==> config.mk <==
export PLATFORM = sky130hd
export DESIGN_NAME = ae_sample_packer_flat
export DESIGN_NICKNAME = d
export VERILOG_FILES = /design/src/rtl/ae_sample_packer_if.sv /design/src/rtl/ae_sample_packer.sv /design/src/flat_wrapper.sv
export SDC_FILE = /design/constraint.sdc
export NUM_CORES = 1
export LEC_CHECK = 0
export BUFFER_PORTS_ARGS = -buffer_cell sky130_fd_sc_hd__buf_2
export CAP_MARGIN = 20
export CORE_AREA = 3 3 102 104
export DETAILED_ROUTE_END_ITERATION = 6
export DIE_AREA = 0 0 105 107
export PLACE_DENSITY = 0.85
export SLEW_MARGIN = 5
export SYNTH_ARGS = -nofsm -noshare
export SYNTH_HDL_FRONTEND = slang
export SYNTH_SLANG_ARGS = --single-unit
==> constraint.sdc <==
create_clock -name clk -period 4.2 [get_ports clk]
set_input_delay 1.05 -clock clk [delete_from_list [all_inputs] [get_ports clk]]
set_output_delay 1.05 -clock clk [all_outputs]
set_load 0.02 [all_outputs]
==> src/rtl/ae_sample_packer_if.sv <==
// ---------------------------------------------------------------------------
// ae_sample_packer_if
//
// Purpose: bundles the requantized sample stream coming from the AE rate
// adaptor and the word-write bus going to the AE sample buffer SRAM, so the
// packer sees both as a single port.
//
// Signals:
//   data_valid  sample strobe from the rate adaptor
//   data_quant  4-bit requantized sample {I[1:0], Q[1:0]}
//   mem_we      sample buffer write enable
//   mem_addr    sample buffer word address (ADDR_WIDTH bits)
//   mem_wdata   packed 32-bit word
//
// Modports:
//   master  the packer: consumes samples, drives the buffer write bus
//   slave   the surroundings: drive samples, observe the buffer write bus
// ---------------------------------------------------------------------------
interface ae_sample_packer_if #(
    parameter int ADDR_WIDTH = 11
);
    logic                  data_valid;
    logic [3:0]            data_quant;
    logic                  mem_we;
    logic [ADDR_WIDTH-1:0] mem_addr;
    logic [31:0]           mem_wdata;

    modport master (
        input  data_valid,
        input  data_quant,
        output mem_we,
        output mem_addr,
        output mem_wdata
    );

    modport slave (
        output data_valid,
        output data_quant,
        input  mem_we,
        input  mem_addr,
        input  mem_wdata
    );
endinterface

==> src/rtl/ae_sample_packer.sv <==
// ---------------------------------------------------------------------------
// ae_sample_packer
//
// Purpose: packs 4-bit requantized samples from the AE rate adaptor, eight
// per 32-bit word (first sample in the LSBs), and writes the words to the AE
// sample buffer starting at word 0. Runs one capture session at a time:
// start (with an NCO init pulse to the rate adaptor), optional discard of
// pipeline-settling samples, fill to a programmed length, done or abort.
//
// Optional feature: define AE_PACKER_SKIP_EN to add the skip_count input and
// the SKIP state, which discards the first skip_count strobes after start.
//
// Ports:
//   clk           system clock
//   rst_b         asynchronous active-low reset
//   start_fill    pulse: begin / restart a session
//   abort_fill    pulse: terminate the session (wins over start_fill)
//   fill_length   words to capture, 0 means 2^ADDR_WIDTH (sampled on start)
//   skip_count    strobes to discard after start (AE_PACKER_SKIP_EN only)
//   init_nco      one-cycle pulse to the rate adaptor NCO/filter init
//   fill_busy     session in progress
//   fill_done     one-cycle pulse, coincident with the last word write
//   filled_words  words written in the current / last session
//   bus           sample stream in, sample buffer write bus out (master)
// ---------------------------------------------------------------------------
module ae_sample_packer #(
    parameter int ADDR_WIDTH = 11
) (
    input  logic                  clk,
    input  logic                  rst_b,
    input  logic                  start_fill,
    input  logic                  abort_fill,
    input  logic [ADDR_WIDTH-1:0] fill_length,
`ifdef AE_PACKER_SKIP_EN
    input  logic [3:0]            skip_count,
`endif
    output logic                  init_nco,
    output logic                  fill_busy,
    output logic                  fill_done,
    output logic [ADDR_WIDTH:0]   filled_words,
    ae_sample_packer_if.master    bus
);

`ifdef AE_PACKER_SKIP_EN
    typedef enum logic [1:0] {ST_IDLE, ST_FILL, ST_SKIP} state_t;
`else
    typedef enum logic [1:0] {ST_IDLE, ST_FILL} state_t;
`endif

    state_t                state;
    logic [2:0]            sample_idx;
    logic [27:0]           pack_reg;
    logic [ADDR_WIDTH-1:0] word_cnt;
    logic [ADDR_WIDTH:0]   length_q;
`ifdef AE_PACKER_SKIP_EN
    logic [3:0]            skip_left;
`endif

    logic accept;
    logic last_word;

    assign accept    = (state == ST_FILL) && bus.data_valid;
    // One bit wider than the word counter so a length of 2^ADDR_WIDTH fits.
    assign last_word = ({1'b0, word_cnt} == (length_q - 1'b1));

    // Session control, sample packing and the registered buffer write.
    // The packing register shifts samples in from the top, so after seven
    // samples the first one sits in the LSBs; the eighth sample is merged
    // straight into the write register, leaving the packing register free
    // to take the next word's first sample on the following cycle.
    // abort_fill and start_fill are applied last so they override the
    // session bookkeeping, while a write launched in the same cycle stands.
    always_ff @(posedge clk or negedge rst_b) begin
        if (!rst_b) begin
            state         <= ST_IDLE;
            sample_idx    <= '0;
            pack_reg      <= '0;
            word_cnt      <= '0;
            length_q      <= '0;
`ifdef AE_PACKER_SKIP_EN
            skip_left     <= '0;
`endif
            init_nco      <= 1'b0;
            fill_busy     <= 1'b0;
            fill_done     <= 1'b0;
            filled_words  <= '0;
            bus.mem_we    <= 1'b0;
            bus.mem_addr  <= '0;
            bus.mem_wdata <= '0;
        end else begin
            init_nco   <= 1'b0;
            fill_done  <= 1'b0;
            bus.mem_we <= 1'b0;

            if (accept) begin
                pack_reg <= {bus.data_quant, pack_reg[27:4]};
                if (sample_idx == 3'd7) begin
                    bus.mem_we    <= 1'b1;
                    bus.mem_addr  <= word_cnt;
                    bus.mem_wdata <= {bus.data_quant, pack_reg};
                    word_cnt      <= word_cnt + 1'b1;
                    filled_words  <= filled_words + 1'b1;
                    sample_idx    <= '0;
                    if (last_word) begin
                        fill_done <= 1'b1;
                        fill_busy <= 1'b0;
                        state     <= ST_IDLE;
                    end
                end else begin
                    sample_idx <= sample_idx + 1'b1;
                end
            end

`ifdef AE_PACKER_SKIP_EN
            if ((state == ST_SKIP) && bus.data_valid) begin
                skip_left <= skip_left - 1'b1;
                if (skip_left == 4'd1) begin
                    state <= ST_FILL;
                end
            end
`endif

            if (abort_fill) begin
                state     <= ST_IDLE;
                fill_busy <= 1'b0;
                fill_done <= 1'b0;
            end else if (start_fill) begin
                init_nco     <= 1'b1;
                fill_busy    <= 1'b1;
                fill_done    <= 1'b0;
                word_cnt     <= '0;
                sample_idx   <= '0;
                pack_reg     <= '0;
                filled_words <= '0;
                length_q     <= (fill_length == '0) ? {1'b1, {ADDR_WIDTH{1'b0}}}
                                                    : {1'b0, fill_length};
`ifdef AE_PACKER_SKIP_EN
                skip_left    <= skip_count;
                state        <= (skip_count != 4'd0) ? ST_SKIP : ST_FILL;
`else
                state        <= ST_FILL;
`endif
            end
        end
    end

endmodule

==> src/flat_wrapper.sv <==
// flat-port wrapper written by rule: the top's interface ports become plain ports
module ae_sample_packer_flat 
#(
    parameter int ADDR_WIDTH = 11
)
  (clk, rst_b, start_fill, abort_fill, fill_length, init_nco, fill_busy, fill_done, filled_words, bus_data_valid, bus_data_quant, bus_mem_we, bus_mem_addr, bus_mem_wdata);
  ae_sample_packer_if #(.ADDR_WIDTH(ADDR_WIDTH)) bus_i ();
  input  logic clk;
  input  logic rst_b;
  input  logic start_fill;
  input  logic abort_fill;
  input  logic [ADDR_WIDTH-1:0] fill_length;
  output logic init_nco;
  output logic fill_busy;
  output logic fill_done;
  output logic [ADDR_WIDTH:0] filled_words;
  input wire logic [$bits(bus_i.data_valid)-1:0] bus_data_valid;
  input wire logic [$bits(bus_i.data_quant)-1:0] bus_data_quant;
  output wire logic [$bits(bus_i.mem_we)-1:0] bus_mem_we;
  output wire logic [$bits(bus_i.mem_addr)-1:0] bus_mem_addr;
  output wire logic [$bits(bus_i.mem_wdata)-1:0] bus_mem_wdata;
  assign bus_i.data_valid = bus_data_valid;
  assign bus_i.data_quant = bus_data_quant;
  assign bus_mem_we = bus_i.mem_we;
  assign bus_mem_addr = bus_i.mem_addr;
  assign bus_mem_wdata = bus_i.mem_wdata;
  ae_sample_packer #(.ADDR_WIDTH(ADDR_WIDTH)) u_core (.clk(clk), .rst_b(rst_b), .start_fill(start_fill), .abort_fill(abort_fill), .fill_length(fill_length), .init_nco(init_nco), .fill_busy(fill_busy), .fill_done(fill_done), .filled_words(filled_words), .bus(bus_i));
endmodule
==> impl_metrics.ini <==
[yosys]
synth_async_sr_flop_share = 1.00
yosysTopAreaCellShare = 0.575
postSynthCellCount = 526
yosysWarnings = 0
synth_edf_count = 0
synth.most_common_cell = nand2_1
synth-seq-cells = 113
syn_avg_cell_area_um2 = 9.35
ys_seq_area_frac = 0.575
syn_area_um2 = 4920
synth_ff_type = dfrtp_1
synth_nets = 551
synth_area_leaders = dfrtp_1 58%, nand2_1 16%, a21oi_1 3.9%
synth_top_area_cell = dfrtp_1
ys_types = 37
synth_common_cells = 203 x nand2_1, 113 x dfrtp_1, 38 x a21oi_1

[global_route]
grt_max_degree = 97
grtUsageTotal = 0.211
grt_pass1_vias = 3966
grt_pass1_wl_um = 18900
antenna_found_initial = 0
grt_overflow = 0

[route]
drt_wl_total_um = 11300
vias_per_cell = 5.39
drt_iter0_drc = 348
drt_first_pass_iters = 5
ant_nets = 0
route.detailed.drc = 0
wire_per_inst_um = 15.1
vias = 4033

[placement]
gp_routability_congestion = 0.918
place_ws_ps = 1150
port_buffers = 78
place_area_um2 = 5430
place_hpwl_um = 7380
dp.cells = 715

[floorplanning]
core-area_um2 = 9640
pin_count = 79
die-area_um2 = 11200
row_count = 36
die_w_um = 105
die_h_um = 107
start_util = 0.510

[run]
maxCapViolations = 0

[final_layout]
fin_util = 0.630
stdcell_area_um2 = 6070
fin_cells = 748
fill_cells = 802
drive_gt1_frac = 0.220
num-nets-final = 627
area_delta_synth_final_pct = 23.5
largest_reg_flops = 32
antenna_cells = 0

[timing]
final_hold_viol_count = 0
slew_viol_final = 0
tns_ps = 0
grt_setup_unrepaired = no
tightest_slew_ps = 1030
finalSetupViolCount = 0
setup_slack_ps = 1500
post-route-period-util = 0.644
relSlewSlack = 0.315
final.min_clock_period_ps = 2700
whs_ps = 410
clock.fmax_mhz = 370
skew_ps = 5.07

[critical_path]
crit_path_end_kind = flop
worstSetupPathType = reg2reg
crit_required_ps = 4560
worstPathMaxFanout = 49
critPathArrivalTime_ps = 3060
critPathLaunchType = flop

[clock_network]
post_cts_buffers = 0
clk_pin_slew_worst_paths_ps = 60
insertion_delay_ps = 500
ctsResizeCount = 0
cts_buffer_depth = 2
cts_tree = built
cts_buffers = 17
cts_hold_buf = 0
htree_levels = 4
clock_sinks = 113
cts_root_buf = clkbuf_8

[power_and_ir_drop]
cellPowerDensity_nw_per_um2 = 459
report.power.total_mw = 2.79
p_leak_nw = 3.08
ir_worst_vdd_mv = 0.249

[outcome]
status = finished clean

[worst_hold_path]
hold_class = in2async
==> worst max-delay path: stages, from the launching register on <==
cell	delay, ps
dfrtp_1	370
ha_1	160
ha_1	230
nand3_2	310
inv_2	160
buf_4	450
nand4_1	310
nor3_1	330
xnor2_1	170
nor2_1	60
==> final timing paths <==
| path | slack [ps] | start | cells after the start | to |
|---|---|---|---|---|
| max | 1500 | u_core.sample_idx[0] | 9 | u_core.word_cnt[7] |
| min | 410 | rst_b | 1 | u_core.length_q[5] |
| max reg2reg | 1500 | u_core.sample_idx[0] | 9 | u_core.word_cnt[7] |
| min reg2reg | 470 | u_core.bus.mem_addr[9] | 2 | u_core.bus.mem_addr[9] |
| max in group asynchronous | 3010 | rst_b | 2 | u_core.bus.mem_wdata[3] |
| min in group clk | 470 | u_core.bus.mem_addr[9] | 2 | u_core.bus.mem_addr[9] |
==> layer usage <==
layer	wire, um	vias to the layer above	global-route usage
li1	-	1872	-
met1	4760	1971	0.265
met2	5650	164	0.349
met3	630	26	0.0458
met4	245	0	0.0975
met5	0	-	0
==> final cells by class <==
cell class	count	area, um^2	share of cell area
Clock buffer	18	428	0.0705
Multi-Input combinational cell	381	1980	0.325
Sequential cell	113	2830	0.466
Tap cell	133	166	0.0274
Inverter	6	22.5	0.00371
Clock inverter	14	188	0.0309
Timing Repair Buffer	83	463	0.0763
==> power breakdown <==
part           leakage (nW)  switching [mW]  internal (mW)
clock network         0.293           0.495          0.975
logic                  1.24          0.0995         0.0671
registers              1.55          0.0348           1.12
==> cells in the final DEF, fill, tap and decap left out, drive strengths merged <==
master / synthesis / routed
clkbuf: 26 / 18
nor2b: 2 / 2
nand4: 12 / 12
clkinv: 0 / 5
and2: 1 / 1
o41ai: 1 / 1
nand3: 7 / 7
nor3: 7 / 7
a21oi: 38 / 38
ha: 5 / 5
nor2: 26 / 26
nand4b: 1 / 1
nor4b: 2 / 2
o21ai: 9 / 9
clkinvlp: 0 / 4
nand2b: 1 / 1
or4: 1 / 1
nand2: 203 / 203
xor2: 16 / 16
and3: 2 / 2
o211ai: 1 / 1
bufinv: 0 / 4
o32a: 1 / 1
mux2: 9 / 9
nor3b: 1 / 1
or3: 6 / 6
inv: 6 / 7
o22ai: 1 / 1
nand3b: 1 / 1
or2: 1 / 1
dfrtp: 113 / 113
a211oi: 1 / 1
xnor2: 19 / 19
and4b: 1 / 1
nor4: 5 / 5
buf: 0 / 83
==> kinds of logic after synthesis <==
| family | synth area share |
|---|---|
| adder cells (fa/ha/maj) | 0.0127 |
| flip-flops | 0.575 |
| buffers and inverters | 0.0244 |
| AO/OA/AOI/OAI | 0.0585 |
| AND/OR/NAND/NOR | 0.246 |
| multiplexers | 0.0206 |
| XOR/XNOR | 0.0624 |
(Power assumes the default switching activity.)
